===== config.mk =====
export PLATFORM = sky130hd
export DESIGN_NAME = sensor_poll_scheduler
export DESIGN_NICKNAME = d
export VERILOG_FILES = /design/src/rtl/sensor_pkg.sv /design/src/rtl/rr_pick64.sv /design/src/rtl/sensor_poll_scheduler.sv
export SDC_FILE = /design/constraint.sdc
export NUM_CORES = 1
export LEC_CHECK = 0
export ABC_AREA = 1
export CORE_ASPECT_RATIO = 1.4
export CORE_MARGIN = 4
export CORE_UTILIZATION = 23
export DETAILED_ROUTE_END_ITERATION = 10
export PLACE_DENSITY = 0.46
export REMOVE_ABC_BUFFERS = 1
export SLEW_MARGIN = 0
export SYNTH_ARGS = -nofsm -noshare
export SYNTH_HDL_FRONTEND = slang
export SYNTH_HIERARCHICAL = 1
export SYNTH_SLANG_ARGS = --single-unit

===== constraint.sdc =====
create_clock -name clock -period 9.62 [get_ports clock]
set_clock_uncertainty 0.15 [all_clocks]
set_input_delay 1.443 -clock clock [delete_from_list [all_inputs] [get_ports clock]]
set_output_delay 1.443 -clock clock [all_outputs]
set_load 0.1 [all_outputs]

===== src/rtl/sensor_pkg.sv =====
// Shared definitions for the sensor poll scheduler: command codes, table size
// and the scheduler FSM state encoding.
package sensor_pkg;

  localparam int N_ADDR  = 32;
  localparam int N_ENTRY = 2 * N_ADDR;

  localparam logic [7:0] CMD_STATUS = 8'd1;
  localparam logic [7:0] CMD_READ_T = 8'd2;
  localparam logic [7:0] CMD_READ_H = 8'd3;
  localparam logic [7:0] CMD_MON_T  = 8'd4;
  localparam logic [7:0] CMD_MON_H  = 8'd5;
  localparam logic [7:0] CMD_STOP_T = 8'd6;
  localparam logic [7:0] CMD_STOP_H = 8'd7;

  typedef enum logic [1:0] {
    IDLE      = 2'd0,
    ISSUE     = 2'd1,
    WAIT_DONE = 2'd2,
    GAP       = 2'd3
  } state_t;

  // One-shot commands occupy the single pending slot instead of the tables.
  function automatic logic is_one_shot(input logic [7:0] code);
    return (code == CMD_STATUS) || (code == CMD_READ_T) || (code == CMD_READ_H);
  endfunction

endpackage


===== src/rtl/rr_pick64.sv =====
// Round-robin picker: returns the first set bit of req_mask strictly after
// 'last', wrapping 63 -> 0; 'last' itself is considered only as the final candidate.
module rr_pick64 (
  input  logic [63:0] req_mask,
  input  logic [5:0]  last,
  output logic        found,
  output logic [5:0]  index
);

  always_comb begin
    logic [5:0] cand;
    found = 1'b0;
    index = 6'd0;
    cand  = 6'd0;
    for (int k = 1; k <= 64; k++) begin
      cand = last + 6'(k);
      if (!found && req_mask[cand]) begin
        found = 1'b1;
        index = cand;
      end
    end
  end

endmodule


===== src/rtl/sensor_poll_scheduler.sv =====
// Feeds one-shot and continuous-monitoring sensor reads to the shared sensor
// controller, one transaction at a time, with round-robin fairness and an idle gap.
module sensor_poll_scheduler
  import sensor_pkg::*;
#(
  parameter int GAP_CYCLES = 100_000_000,
  parameter int CNT_W      = 27
) (
  input  logic       clock,
  input  logic       reset,
  input  logic       cmd_valid,
  input  logic [7:0] cmd_code,
  input  logic [7:0] cmd_addr,
  output logic       cmd_ack,
  output logic       cmd_reject,
  output logic       req_valid,
  output logic [7:0] req_code,
  output logic [4:0] req_addr,
  input  logic       req_ready,
  input  logic       done,
  output logic [5:0] active_count,
  output logic       busy
);

  state_t state_reg, state_next;
  logic [CNT_W-1:0] gap_cnt_reg, gap_cnt_next;

  logic [N_ADDR-1:0] mon_t_reg, mon_t_next;
  logic [N_ADDR-1:0] mon_h_reg, mon_h_next;

  logic       slot_valid_reg, slot_valid_next;
  logic [7:0] slot_code_reg, slot_code_next;
  logic [4:0] slot_addr_reg, slot_addr_next;

  logic       src_slot_reg, src_slot_next;
  logic [5:0] last_e_reg, last_e_next;
  logic [7:0] req_code_reg, req_code_next;
  logic [4:0] req_addr_reg, req_addr_next;
  logic       cmd_ack_reg, cmd_ack_next;
  logic       cmd_reject_reg, cmd_reject_next;

  logic [N_ENTRY-1:0] entry_mask;
  logic               pick_found;
  logic [5:0]         pick_index;
  logic               transfer;
  logic [6:0]         entry_count;

  // Entry e = {addr, kind}: even bits are temperature, odd bits humidity.
  generate
    for (genvar gi = 0; gi < N_ADDR; gi++) begin : g_entry
      assign entry_mask[2*gi]   = mon_t_reg[gi];
      assign entry_mask[2*gi+1] = mon_h_reg[gi];
    end
  endgenerate

  rr_pick64 u_pick (
    .req_mask (entry_mask),
    .last     (last_e_reg),
    .found    (pick_found),
    .index    (pick_index)
  );

  assign transfer = (state_reg == ISSUE) && req_ready;

  // The port is 6 bits wide; a completely full table reads as 63.
  always_comb begin
    entry_count = 7'd0;
    for (int k = 0; k < N_ENTRY; k++) begin
      entry_count = entry_count + 7'(entry_mask[k]);
    end
  end
  assign active_count = entry_count[6] ? 6'd63 : entry_count[5:0];

  // Command decode and table/slot update.
  always_comb begin
    mon_t_next      = mon_t_reg;
    mon_h_next      = mon_h_reg;
    slot_valid_next = slot_valid_reg;
    slot_code_next  = slot_code_reg;
    slot_addr_next  = slot_addr_reg;
    cmd_ack_next    = 1'b0;
    cmd_reject_next = 1'b0;

    if (transfer && src_slot_reg) begin
      slot_valid_next = 1'b0;
    end

    if (cmd_valid) begin
      if (cmd_code == 8'd0 || cmd_code > CMD_STOP_H || cmd_addr >= 8'(N_ADDR)) begin
        cmd_reject_next = 1'b1;
      end else if (is_one_shot(cmd_code)) begin
        // The registered slot flag is used, so a slot draining this cycle still counts as full.
        if (slot_valid_reg) begin
          cmd_reject_next = 1'b1;
        end else begin
          cmd_ack_next    = 1'b1;
          slot_valid_next = 1'b1;
          slot_code_next  = cmd_code;
          slot_addr_next  = cmd_addr[4:0];
        end
      end else begin
        cmd_ack_next = 1'b1;
        case (cmd_code)
          CMD_MON_T:  mon_t_next[cmd_addr[4:0]] = 1'b1;
          CMD_MON_H:  mon_h_next[cmd_addr[4:0]] = 1'b1;
          CMD_STOP_T: mon_t_next[cmd_addr[4:0]] = 1'b0;
          default:    mon_h_next[cmd_addr[4:0]] = 1'b0;
        endcase
      end
    end
  end

  // Scheduler FSM: next state and outputs.
  always_comb begin
    state_next    = state_reg;
    gap_cnt_next  = gap_cnt_reg;
    req_code_next = req_code_reg;
    req_addr_next = req_addr_reg;
    src_slot_next = src_slot_reg;
    last_e_next   = last_e_reg;
    req_valid     = 1'b0;
    busy          = 1'b1;

    case (state_reg)
      IDLE: begin
        busy = 1'b0;
        if (slot_valid_reg) begin
          req_code_next = slot_code_reg;
          req_addr_next = slot_addr_reg;
          src_slot_next = 1'b1;
          state_next    = ISSUE;
        end else if (pick_found) begin
          req_code_next = pick_index[0] ? CMD_MON_H : CMD_MON_T;
          req_addr_next = pick_index[5:1];
          src_slot_next = 1'b0;
          last_e_next   = pick_index;
          state_next    = ISSUE;
        end
      end
      ISSUE: begin
        req_valid = 1'b1;
        if (req_ready) begin
          state_next = WAIT_DONE;
        end
      end
      WAIT_DONE: begin
        if (done) begin
          gap_cnt_next = '0;
          state_next   = GAP;
        end
      end
      default: begin
        if (gap_cnt_reg == CNT_W'(GAP_CYCLES - 1)) begin
          state_next = IDLE;
        end else begin
          gap_cnt_next = gap_cnt_reg + 1'b1;
        end
      end
    endcase
  end

  always_ff @(posedge clock) begin
    if (reset) begin
      state_reg      <= IDLE;
      gap_cnt_reg    <= '0;
      mon_t_reg      <= '0;
      mon_h_reg      <= '0;
      slot_valid_reg <= 1'b0;
      slot_code_reg  <= 8'd0;
      slot_addr_reg  <= 5'd0;
      src_slot_reg   <= 1'b0;
      last_e_reg     <= 6'd63;
      req_code_reg   <= 8'd0;
      req_addr_reg   <= 5'd0;
      cmd_ack_reg    <= 1'b0;
      cmd_reject_reg <= 1'b0;
    end else begin
      state_reg      <= state_next;
      gap_cnt_reg    <= gap_cnt_next;
      mon_t_reg      <= mon_t_next;
      mon_h_reg      <= mon_h_next;
      slot_valid_reg <= slot_valid_next;
      slot_code_reg  <= slot_code_next;
      slot_addr_reg  <= slot_addr_next;
      src_slot_reg   <= src_slot_next;
      last_e_reg     <= last_e_next;
      req_code_reg   <= req_code_next;
      req_addr_reg   <= req_addr_next;
      cmd_ack_reg    <= cmd_ack_next;
      cmd_reject_reg <= cmd_reject_next;
    end
  end

  assign req_code   = req_code_reg;
  assign req_addr   = req_addr_reg;
  assign cmd_ack    = cmd_ack_reg;
  assign cmd_reject = cmd_reject_reg;

endmodule


==> run metrics <==
clock transition at the registers of the reported paths 0.06 ns; Routed Antenna Nets 0; Synth Warn # 6; final setup fails 0; Worst EP arrival 9.17 ns; met3 usage 2.28%; die area 80500 um2; CP dominant cell by count nand4_4; initial antenna violation count 1; Final Cycle Share 93.5%; htree depth 4; WL/cell 21.8 um; synthesis-to-finish area growth 13.2%; vias in the first global route 19916; CP peak stage delay 0.39 ns; Final min period 8.99 ns; largest net degree at the start of global routing 67; biggest area consumer among synthesized cells nand3_1; Placed Cells 3969; GRT Resource Usage Total 21.2%; commonest non-fill, non-tap cell in the layout nand2_1; Die W 241 um; most frequent cells in the layout 702 x nand2_1, 584 x nand3_1, 367 x nor2_1; fillers 8688; CP Launch Type flop; Die Span Y 334 um; Post-synth EDFFs 0; Root Buffer clkbuf_16; met2 usage 37.5%; antenna cells 0; R2R Path End req_addr[2]; Multi-input gate area 12900 um2; first-pass GRT wire length 129 mm; WP data required 9.80 ns; fin cells 4001; mean post-synth cell area 5.82 um2; vias per cell 5.16; clock sink count 129; top post-synthesis cells by area nand3_1 17%, nand2_1 15%, dfxtp_1 15%, nor2_1 7.9%, inv_1 7.0%; hold path cells 2; Hold Path Sink slot_code_reg[2]; final RePlAce weighted congestion 1.07; FMAX 111 MHz; vias 20656; io pins 44; met1 Use GR 23.2%; CTS tree yes; max-slew violations 0; RSZ-0062 raised after global routing false; Core Area 75300 um2; fin nets 3141; status complete, no violations; Residual DRC 0; share of cells above drive strength 1 7.39%; worst slew pin tran 1.20 ns; synthesis-stage register bit count 129; initial core utilization 23.2%; DP HPWL 70.3 mm; GRT Max-Usage Layer met2; total gr overflow 0; Routed WL 87.3 mm; CP Capture Type flop; clock buffer count from CTS 25; slowest stage cell, crit path buf_4; row count 119; Syn Inst Count 3003; starting DRC count in detailed routing 1613; Synth top area share 16.7%; r2r setup slk 0.63 ns; CP max FO 26; worst hold start slot_code_reg[2]; total of max-cap violations 0; post-synth cell types 51; Syn Std Cell Area 17500 um2; Storage cell area 2590 um2; CTS max path bufs 3; drt pass-1 iters 6; Post-CTS Setup Inserts 0; I/O Buffers 43; post-synthesis sequential area ratio 14.8%; hold crit path type flop to flop; endpoints failing hold 0; relative slew slack 19.5%; CP Class flop to flop; r2r startpoint last_e_reg[2]; reg2reg path depth 44; Async SR Flop Fraction 0%; Primary FF master, synth dfxtp_1; worst-skew pair later-pin latency 0.50 ns
critical path, delay by kind of cell, from the launching register on:
family	cells	cell delay, ns
simple gates	38	6.85
buf+inv	4	1.25
flops	1	0.32
fa+ha+maj	1	0.19
compound gates	1	0.08
kinds of logic after synthesis:
kind of cell	count (synthesis)	share of synthesized area (%)
and+or+nand+nor	1908	51.2
buffers and inverters	480	11.5
AOI/OAI and AO/OA	335	10.4
DFF	129	14.8
adders and majority gates	92	8.91
xor gates and xnor gates	59	3.28
cell usage after synthesis, types with 12 or more instances:
cell type,n
xor2_1,48
o21ai_1,27
nor3_1,15
ha_1,38
buf_6,12
nor2_4,13
buf_2,58
fa_1,54
clkbuf_1,41
nand4_4,12
inv_1,327
nand3_1,584
nor2_1,368
o21a_1,13
o21ai_0,113
dfxtp_1,129
nand2_1,702
inv_2,19
a21oi_1,135
a31oi_1,29
nand4_1,152
stage by stage:
stage,util (%),hold slack (ns),TNS [ns],setup slack [ns],area (um2)
global placement,25.3,0.292,0,0.680,19100
floorplan,-,0.272,-29.39,-1.39,16800
detailed placement,25.3,0.297,0,0.591,19100
finish,26.3,0.299,0,0.630,19800
CTS,26.2,0.308,0,0.556,19800
global route,26.3,0.323,0,0.00766,19800
metal layers:
layer	wire length, um	up-vias
li1	-	10028
met1	32200	9596
met2	42800	759
met3	4180	271
met4	8040	2
met5	17	-
worst max path at each step:
stage,startpoint,to,slack [ns],cells after the start
CTS,last_e_reg[2],req_addr[2],0.56,45
global placement,last_e_reg[2],req_addr[2],0.68,45
floorplan,last_e_reg[0],req_addr[0],-1.39,47
global route,last_e_reg[2],req_addr[2],0.008,44
detailed placement,last_e_reg[2],req_addr[2],0.59,45
finish,last_e_reg[2],req_addr[2],0.63,44
final cells by class:
cell class	count	share of cell area (%)
Timing Repair Buffer	129	5.40
Multi-Input combinational cell	2394	65.3
Clock buffer	31	3.38
Sequential cell	129	13.1
Clock inverter	1	0.0380
Tap cell	968	6.12
Inverter	349	6.64
what timing repair did:
item | 4_1_cts | 5_1_grt
endpoints found under the setup margin | 0 | 18
resized for setup | 0 | 3
hold buffers | 0 | 0
Power is not shown: default switching activity piles up to over one toggle a cycle in this logic, so the estimate is an artifact.
